===== src/rtl/csd_pkg.sv =====
// Shared definitions for the CSD coefficient datapath (binary-to-CSD converter and serial MAC).
// Holds the MAC state enum, the per-digit encoding and the default operand sizes.
package csd_pkg;

  localparam int CSD_N = 16;
  localparam int CSD_W = 16;

  typedef enum logic [1:0] {
    ST_IDLE = 2'd0,
    ST_RUN  = 2'd1,
    ST_DONE = 2'd2
  } state_e;

  // Digit encoding as {neg, pos}; the overlapping pattern 2'b11 is treated as zero.
  typedef enum logic [1:0] {
    DIG_ZERO = 2'b00,
    DIG_POS  = 2'b01,
    DIG_NEG  = 2'b10
  } digit_e;

  function automatic digit_e digit_of(input logic pos, input logic neg);
    digit_e d;
    d = DIG_ZERO;
    if (pos && !neg) d = DIG_POS;
    if (neg && !pos) d = DIG_NEG;
    return d;
  endfunction

endpackage


===== src/rtl/csd_digit_scan.sv =====
// Combinational lowest-set-bit finder over an N-bit digit mask.
// Used by csd_serial_mac only when CSD_SKIP_ZERO_EN is defined.
module csd_digit_scan #(
  parameter int N  = 16,
  parameter int IW = 4
) (
  input  logic [N-1:0]  mask_i,
  output logic [IW-1:0] idx_o,
  output logic          any_o
);

  always_comb begin
    idx_o = '0;
    // Walk from the top down so the lowest set bit is the last one written.
    for (int i = N - 1; i >= 0; i--) begin
      if (mask_i[i]) idx_o = IW'(i);
    end
    any_o = |mask_i;
  end

endmodule


===== src/rtl/csd_serial_mac.sv =====
// Serial CSD multiplier: one coefficient digit per cycle, shifted add/subtract into an accumulator.
// Build option CSD_SKIP_ZERO_EN: jump straight to the next nonzero digit instead of stepping linearly.
module csd_serial_mac
  import csd_pkg::*;
#(
  parameter int N = CSD_N,
  parameter int W = CSD_W,
  parameter int P = W + N
) (
  input  logic                clk,
  input  logic                rst,
  input  logic                in_valid,
  output logic                in_ready,
  input  logic signed [W-1:0] x,
  input  logic [N-1:0]        csd_pos,
  input  logic [N-1:0]        csd_neg,
  output logic                out_valid,
  input  logic                out_ready,
  output logic signed [P-1:0] y,
  output logic                csd_err,
  output logic [1:0]          dbg_state_o
);

  localparam int IW = (N > 1) ? $clog2(N) : 1;

  // Handshakes: a transfer happens on a rising edge where valid && ready are both high.
  // in_ready is high only in IDLE, out_valid only in DONE, so the two never overlap and
  // a new operand is accepted at the earliest one cycle after the result is taken.

  state_e              state_q, state_d;
  logic signed [P-1:0] x_q, x_d;
  logic signed [P-1:0] acc_q, acc_d;
  logic signed [P-1:0] y_q, y_d;
  logic [N-1:0]        pos_q, pos_d;
  logic [N-1:0]        neg_q, neg_d;
  logic                err_q, err_d;
  logic                y_err_q, y_err_d;

  logic [IW-1:0]       dig_idx;
  logic                dig_en;
  logic                last_dig;
  logic signed [P-1:0] term;

`ifdef CSD_SKIP_ZERO_EN
  logic [N-1:0]  mask_q, mask_d;
  logic [N-1:0]  mask_clr;
  logic [IW-1:0] scan_idx;
  logic          scan_any;

  csd_digit_scan #(
    .N (N),
    .IW(IW)
  ) u_scan (
    .mask_i(mask_q),
    .idx_o (scan_idx),
    .any_o (scan_any)
  );

  // An empty mask still spends one RUN cycle; nothing is added because dig_en is low.
  assign dig_idx  = scan_idx;
  assign dig_en   = scan_any;
  assign mask_clr = mask_q & ~(N'(1) << scan_idx);
  assign last_dig = (mask_clr == '0);
`else
  logic [IW-1:0] idx_q, idx_d;

  assign dig_idx  = idx_q;
  assign dig_en   = 1'b1;
  assign last_dig = (idx_q == IW'(N - 1));
`endif

  assign term = x_q << dig_idx;

  always_comb begin
    state_d = state_q;
    x_d     = x_q;
    acc_d   = acc_q;
    y_d     = y_q;
    pos_d   = pos_q;
    neg_d   = neg_q;
    err_d   = err_q;
    y_err_d = y_err_q;
`ifdef CSD_SKIP_ZERO_EN
    mask_d  = mask_q;
`else
    idx_d   = idx_q;
`endif

    unique case (state_q)
      ST_IDLE: begin
        if (in_valid) begin
          x_d     = {{(P - W){x[W-1]}}, x};
          pos_d   = csd_pos;
          neg_d   = csd_neg;
          err_d   = |(csd_pos & csd_neg);
          acc_d   = '0;
`ifdef CSD_SKIP_ZERO_EN
          mask_d  = csd_pos ^ csd_neg;
`else
          idx_d   = '0;
`endif
          state_d = ST_RUN;
        end
      end
      ST_RUN: begin
        if (dig_en) begin
          case (digit_of(pos_q[dig_idx], neg_q[dig_idx]))
            DIG_POS: acc_d = acc_q + term;
            DIG_NEG: acc_d = acc_q - term;
            default: acc_d = acc_q;
          endcase
        end
`ifdef CSD_SKIP_ZERO_EN
        mask_d = mask_clr;
`else
        idx_d  = idx_q + IW'(1);
`endif
        if (last_dig) begin
          y_d     = acc_d;
          y_err_d = err_q;
          state_d = ST_DONE;
        end
      end
      ST_DONE: begin
        if (out_ready) state_d = ST_IDLE;
      end
      default: state_d = ST_IDLE;
    endcase
  end

  always_ff @(posedge clk or posedge rst) begin
    if (rst) begin
      state_q <= ST_IDLE;
      x_q     <= '0;
      acc_q   <= '0;
      y_q     <= '0;
      pos_q   <= '0;
      neg_q   <= '0;
      err_q   <= 1'b0;
      y_err_q <= 1'b0;
`ifdef CSD_SKIP_ZERO_EN
      mask_q  <= '0;
`else
      idx_q   <= '0;
`endif
    end else begin
      state_q <= state_d;
      x_q     <= x_d;
      acc_q   <= acc_d;
      y_q     <= y_d;
      pos_q   <= pos_d;
      neg_q   <= neg_d;
      err_q   <= err_d;
      y_err_q <= y_err_d;
`ifdef CSD_SKIP_ZERO_EN
      mask_q  <= mask_d;
`else
      idx_q   <= idx_d;
`endif
    end
  end

  assign in_ready    = (state_q == ST_IDLE);
  assign out_valid   = (state_q == ST_DONE);
  assign y           = y_q;
  assign csd_err     = y_err_q;
  assign dbg_state_o = state_q;

endmodule

===== config.mk =====
export PLATFORM = sky130hd
export DESIGN_NAME = csd_serial_mac
export DESIGN_NICKNAME = d
export VERILOG_FILES = /design/src/rtl/csd_pkg.sv /design/src/rtl/csd_digit_scan.sv /design/src/rtl/csd_serial_mac.sv
export SDC_FILE = /design/constraint.sdc
export NUM_CORES = 1
export LEC_CHECK = 0
export CAP_MARGIN = 20
export CORE_MARGIN = 1
export CORE_UTILIZATION = 35
export DETAILED_ROUTE_END_ITERATION = 16
export PLACE_DENSITY = 0.61
export SYNTH_ARGS = -nofsm -noshare
export SYNTH_HDL_FRONTEND = slang
export SYNTH_SLANG_ARGS = --single-unit
export TNS_END_PERCENT = 100

===== constraint.sdc =====
create_clock -name clk -period 6.3 [get_ports clk]
set_input_delay 0.945 -clock clk [delete_from_list [all_inputs] [get_ports clk]]
set_output_delay 0.945 -clock clk [all_outputs]
set_load 0.01 [all_outputs]

==> run_results.csv, run 1 <==
group,metric,value,unit
global_route,grt-ovfl-total,0,
placed_design,portBuffers,88,
drt,drt_pass1_iterations,5,
timing,slew_headroom,36.1,%
worst_setup_path,start_kind,"flip-flop",
drt,ant_nets,0,
synth,yosysSeqAreaShare,35.7,%
clocking,cts_tree,"built",
clocking,htree_levels,4,
clocking,insertion_delay,0.44,ns
worst_setup_path,slowest_stage,"dfrtp_4",
worst_setup_path,path_cells,"mux4_2 -> a211oi_1 -> o31ai_1 -> nor2_1 -> nand3_1 -> nor2_1 -> and4_1 -> a21oi_1 -> xor2_1 -> ha_1 -> nand2_1 -> nor2_1 -> nand4_1 -> a2111oi_1 -> o2111ai_1 -> a211o_1 -> and3b_1 -> mux2i_2 -> xnor2_1 -> o21ai_1",
worst_setup_path,regToRegSetupSlack,0.43,ns
clocking,path_clk_slew,0.06,ns
worst_setup_path,cp_max_fo,30,
drt,vias,7292,
clocking,cts_setup_buffers,0,
timing,fin_crit_sh,93.2,%
timing,worst_pin_slew,0.959,ns
global_route,grt_start_max_net_pins,69,
cells_and_area,stdcell_count,1378,
worst_hold_path,hold_depth,2,
drt,drtIter0Drc,664,
worst_setup_path,critPathBufInv,0,
drt,viasPerCell,5.29,
drt,drcViolationCount,0,
timing,finalMaxSlewViolations,0,
die,die_h,157,um
worst_setup_path,required,6.61,ns
die,rows,56,
cells_and_area,drive_gt1_share,9.82,%
clocking,cts_sinks,120,
flow_run,maxCapViolCount,0,
cells_and_area,syn2layout_area_growth,20.9,%
synth,syn_nets,1064,
clocking,numCtsBuffers,17,
synth,yosys_warnings,0,
worst_setup_path,critical_path.top_delay_family,"compound AO/OA/AOI/OAI gates",
placed_design,dp_hpwl,16300,um
synth,mappedNetlistArea,8400,um2
status,status,"finished, final reports clean",
worst_hold_path,worstHoldStart,"err_q$_DFFE_PP0P_",
synth,async_flop_share,100,%
worst_setup_path,endpoint_kind,"flip-flop",
clocking,clockRootBuffer,"clkbuf_16",
placed_design,preCtsSetupSlack,0.138,ns
cells_and_area,multi_input_area,5080,um2
drt,wl_per_cell,16.1,um
die,core,23500,um2
placed_design,place_inst,1346,
synth,ys.flop_type,"dfrtp_1",
timing,fin_hold_ws,0.466,ns
cells_and_area,seq_area,3010,um2
synth,ys_seq_elements,120,
cells_and_area,n_fill_cell,2289,
global_route,grt_use_total,19.1,%
timing,period_minus_slack,5.87,ns
die,die_area,24600,um2
global_route,grt_pass1_wl,36700,um
synth,syn_area_per_cell,8.60,um2
cells_and_area,diodes,0,
timing,rsz0062_at_grt,"no",
worst_setup_path,r2r_end,"y[31]$_DFFE_PP0P_",
worst_setup_path,r2r_start,"dig_idx[0]$_DFFE_PP0P_",
cells_and_area,layout.nets,1133,
worst_hold_path,hold_end,"err_q$_DFFE_PP0P_",
timing,hold_viol_final,0,
timing,setup_ws,0.430,ns
worst_setup_path,worst-endpoint-arrival,6.18,ns
worst_setup_path,worstRegToRegCells,20,
worst_setup_path,slowest_delay,0.71,ns
timing,final-setup-viol-count,0,
timing,skew,0.0125,ns
synth,netlist_instances,977,
worst_hold_path,worstHoldPathType,"reg -> reg",
worst_setup_path,crit_path_frequent_cell,"nor2_1",
cells_and_area,final_cell_mix,"nand2_1, dfrtp_1, clkdlybuf4s50_1, o21ai_0, a21oi_1",
global_route,grt_pass1_vias,6970,
worst_setup_path,crit_type,"reg -> reg",
drt,wl,22200,um
clocking,clk_path_buf_depth,2,
timing,tns,0,ns
die,io_pins,89,
die,start_util,35.8,%
placed_design,gp_congestion,0.916,
synth,synth.distinct_cells,72,
die,die_w,157,um
cells_and_area,layout_commonest_cell,"nand2_1",
timing,max_freq,0.170,GHz
global_route,antenna_found_initial,0,
synth,synth_edf_count,0,
[sequential cells by signal, indices dropped and copies added (netlist names)]
signal	count
acc_q	32
y	32
neg_q	16
pos_q	16
x_q	16
dig_idx	4
dbg_state_o	2
csd_err	1
err_q	1
[area by class of cell]
cell class / instances / share of cell area, %
clock buffers: 18 / 4.33
flip-flops and latches: 120 / 29.6
inverters: 23 / 0.875
well taps: 319 / 3.93
clock inverters: 14 / 1.16
multi-input cells: 777 / 50.0
repair buffers: 107 / 10.1
[layer usage]
layer	vias up	routed length, um	track usage (%)	share of wire (%)
met5	-	0	0	0
met4	0	260	6.16	1.2
met3	24	881	3.14	4.0
met1	3461	11200	27.4	51
met2	203	9870	29.2	44
li1	3604	-	-	-
[synth_stat cells (14+ instances only)]
library cell	number	area (um2)
a22o_1	14	123
mux4_2	23	518
nor2_1	62	233
mux2i_1	21	210
nand3_1	23	115
a21o_1	15	113
dfrtp_1	120	3000
xor2_1	30	263
xnor2_1	26	228
clkbuf_1	36	135
ha_1	34	425
nand2_1	230	863
a21oi_1	63	315
o21ai_0	70	350
inv_1	23	86.3
[repair_timing]
item / in CTS / in global routing
gates resized for setup: 0 / 3
setup endpoints to repair: 0 / 8
endpoints found under the hold margin: 0 / 0
hold buffers: 0 / 0
[worst max path at each step]
stage | start | to | cells after the start
2_1_floorplan | dig_idx[0]$_DFFE_PP0P_ | y[31]$_DFFE_PP0P_ | 23
3_3_place_gp | dig_idx[0]$_DFFE_PP0P_ | y[31]$_DFFE_PP0P_ | 20
3_5_place_dp | dig_idx[0]$_DFFE_PP0P_ | y[31]$_DFFE_PP0P_ | 20
4_1_cts | dig_idx[0]$_DFFE_PP0P_ | y[31]$_DFFE_PP0P_ | 20
5_1_grt | dig_idx[0]$_DFFE_PP0P_ | y[31]$_DFFE_PP0P_ | 20
6_report | dig_idx[0]$_DFFE_PP0P_ | y[31]$_DFFE_PP0P_ | 20
[metrics by stage]
step | util [%] | cell area (um2)
after global placement | 40.9 | 9590
after CTS | 43.2 | 10100
final | 43.3 | 10200
after global routing | 43.3 | 10200
after detailed placement | 40.9 | 9590
after floorplan | - | 8400
[logic make-up (layout without fill, tap and decap cells)]
family,Yosys count,count (layout),synth area share (%)
AO/OA/AOI/OAI,253,253,19.6
XOR/XNOR,56,56,5.84
adder cells (fa/ha/maj),35,35,5.30
buffers and inverters,80,162,3.98
flip-flops,120,120,35.7
multiplexers,53,53,9.93
AND/OR/NAND/NOR,380,380,19.6
[worst reg2reg max path, delay by kind of cell, from the launching register on]
kind | cells | cell delay, ns
AO/OA/AOI/OAI | 7 | 1.91
multiplexers | 2 | 0.85
AND/OR/NAND/NOR | 8 | 1.56
adder cells (fa/ha/maj) | 1 | 0.40
XOR/XNOR | 2 | 0.32
flip-flops | 1 | 0.71
Power of run 1 is left out: the tool's default activity adds up to more than one toggle a clock period on the data nets, which glitch-free logic cannot reach.
==> run 2: changes to the inputs <==
--- a/config.mk
+++ b/config.mk
@@ -7,8 +7,10 @@
 export LEC_CHECK = 0
 export CAP_MARGIN = 20
+export CELL_PAD_IN_SITES_DETAIL_PLACEMENT = 0
+export CELL_PAD_IN_SITES_GLOBAL_PLACEMENT = 1
 export CORE_MARGIN = 1
-export CORE_UTILIZATION = 35
+export CORE_UTILIZATION = 44
 export DETAILED_ROUTE_END_ITERATION = 16
-export PLACE_DENSITY = 0.61
+export PLACE_DENSITY = 0.88
 export SYNTH_ARGS = -nofsm -noshare
 export SYNTH_HDL_FRONTEND = slang
==> constraint.sdc (replaced) <==
create_clock -name clk -period 6.3 [get_ports clk]
set_input_delay 0.945 -clock clk [delete_from_list [all_inputs] [get_ports clk]]
set_output_delay 0.945 -clock clk [all_outputs]
set_load 0.005 [all_outputs]
==> run 2 against run 1 <==
Largest cell class unchanged; via count is 1.0% lower; setup slack improved by 0.15 ns; critical endpoint unchanged; non-clock buffer count grew 2; critical path depth stayed put; die area decreased by 20%; core utilization up 11 points.
==> run_results.csv, run 2 (synthesized netlist as in run 1, its figures left out) <==
group,metric,value,unit
worst_hold_path,worstHoldStart,"neg_q[3]$_DFFE_PP0P_",
worst_setup_path,required,6.57,ns
flow_run,maxCapViolCount,0,
cells_and_area,multi_input_area,5080,um2
timing,max_freq,0.175,GHz
clocking,clk_path_buf_depth,2,
worst_setup_path,critPathBufInv,0,
global_route,grt-ovfl-total,0,
die,core,18700,um2
timing,worst_pin_slew,0.990,ns
worst_setup_path,critical_path.top_delay_family,"simple AND/OR/NAND/NOR gates",
cells_and_area,layout_commonest_cell,"nand2_1",
drt,viasPerCell,5.58,
clocking,htree_levels,4,
die,die_area,19600,um2
placed_design,gp_congestion,0.952,
clocking,cts_setup_buffers,0,
timing,tns,0,ns
timing,hold_viol_final,0,
cells_and_area,seq_area,3000,um2
worst_setup_path,slowest_delay,0.74,ns
drt,wl,21300,um
drt,drcViolationCount,0,
timing,period_minus_slack,5.72,ns
timing,final-setup-viol-count,0,
cells_and_area,drive_gt1_share,9.63,%
cells_and_area,final_cell_mix,"nand2_1, dfrtp_1, clkdlybuf4s50_1, o21ai_0, a21oi_1",
drt,ant_nets,0,
cells_and_area,utilization,54.0,%
worst_setup_path,cp-startpoint,"dig_idx[0]$_DFFE_PP0P_",
cells_and_area,diodes,0,
cells_and_area,layout.nets,1135,
drt,drt_pass1_iterations,5,
global_route,grt_pass1_vias,7035,
die,io_pins,89,
global_route,grt_use_total,23.2,%
status,status,"finished, final reports clean",
worst_setup_path,path_cells,"mux4_2 -> or2_4 -> a32oi_1 -> and2_1 -> nand3_1 -> nor2_1 -> and4_1 -> a21oi_1 -> xor2_1 -> ha_1 -> nand2_1 -> nor2_1 -> nand4_1 -> a2111oi_0 -> o2111ai_1 -> a211o_1 -> and3b_1 -> mux2i_2 -> xnor2_1 -> o21ai_1",
timing,finalMaxSlewViolations,0,
drt,drtIter0Drc,640,
clocking,numCtsBuffers,17,
global_route,grt_start_max_net_pins,86,
die,die_h,140,um
clocking,cts_sinks,120,
die,die_w,140,um
drt,vias,7219,
timing,slew_headroom,34.0,%
worst_setup_path,endpoint_kind,"flip-flop",
worst_setup_path,start_kind,"flip-flop",
worst_hold_path,worstHoldPathType,"reg -> reg",
die,start_util,44.9,%
worst_setup_path,worst-endpoint-arrival,5.99,ns
worst_setup_path,slowest_stage,"dfrtp_2",
timing,fin_crit_sh,90.8,%
clocking,cts_tree,"built",
placed_design,dp_hpwl,15600,um
drt,wl_per_cell,16.5,um
global_route,grt_pass1_wl,36000,um
placed_design,portBuffers,88,
clocking,insertion_delay,0.42,ns
clocking,hold_buffers,0,
global_route,antenna_found_initial,0,
clocking,path_clk_slew,0.06,ns
timing,fin_hold_ws,0.468,ns
timing,skew,0.0102,ns
worst_setup_path,crit_path_frequent_cell,"nor2_1",
clocking,ctsResizeCount,0,
cells_and_area,n_fill_cell,1721,
die,rows,50,
clocking,clockRootBuffer,"clkbuf_16",
timing,rsz0062_at_grt,"no",
worst_setup_path,crit_type,"reg -> reg",
worst_setup_path,cp_max_fo,24,
worst_setup_path,r2r_start,"dig_idx[0]$_DFFE_PP0P_",
cells_and_area,syn2layout_area_growth,20.3,%
-- run 2: cell types whose count changed in the layout (fill, tap and decap cells not counted), sizes merged --
cell / previous run / this run
inv: 29 / 24
clkbuf: 18 / 19
clkinvlp: 6 / 4
buf: 19 / 21
clkinv: 2 / 3
bufinv: 0 / 3
-- run 2: tightest hold or removal path: stages (launching register included) --
cell	delay, ns
dfrtp_1	0.34
nand2_1	0.05
nand2_1	0.05
-- run 2: layer usage --
layer | vias up | track usage (%) | part of all wire (%)
met1 | 3400 | 32.3 | 48
met4 | 0 | 9.25 | 2.3
met3 | 28 | 3.35 | 4.2
met5 | - | 0 | 0
met2 | 186 | 36.3 | 46
li1 | 3605 | - | -
-- run 2: stage by stage --
step / instances / setup WS, ns / cell area (um2)
2_1_floorplan: 977 / 0.572 / 8400
3_3_place_gp: 1262 / 0.780 / 9490
3_5_place_dp: 1262 / 0.585 / 9490
4_1_cts: 1292 / 0.567 / 10100
5_1_grt: 1293 / 0.0186 / 10100
6_report: 1293 / 0.578 / 10100
-- run 2: area by class of cell --
class	instances	share of cell area, %
Inverter	23	0.879
Tap cell	234	2.90
Multi-Input combinational cell	777	50.2
Sequential cell	120	29.7
Timing Repair Buffer	109	10.5
Clock buffer	19	4.28
Clock inverter	11	1.50
-- run 2: final timing paths --
check	end	slack (ns)	depth (start not counted)
worst max-delay path	y[31]$_DFFE_PP0P_	0.58	20
worst min-delay path	neg_q[3]$_DFFE_PP0P_	0.47	2
worst max register to register	y[31]$_DFFE_PP0P_	0.58	20
worst min register to register	neg_q[3]$_DFFE_PP0P_	0.47	2
max in group asynchronous	acc_q[19]$_DFFE_PP0P_	4.34	4
min in group asynchronous	y[1]$_DFFE_PP0P_	0.85	2
Power of run 2 is left out for the same reason.
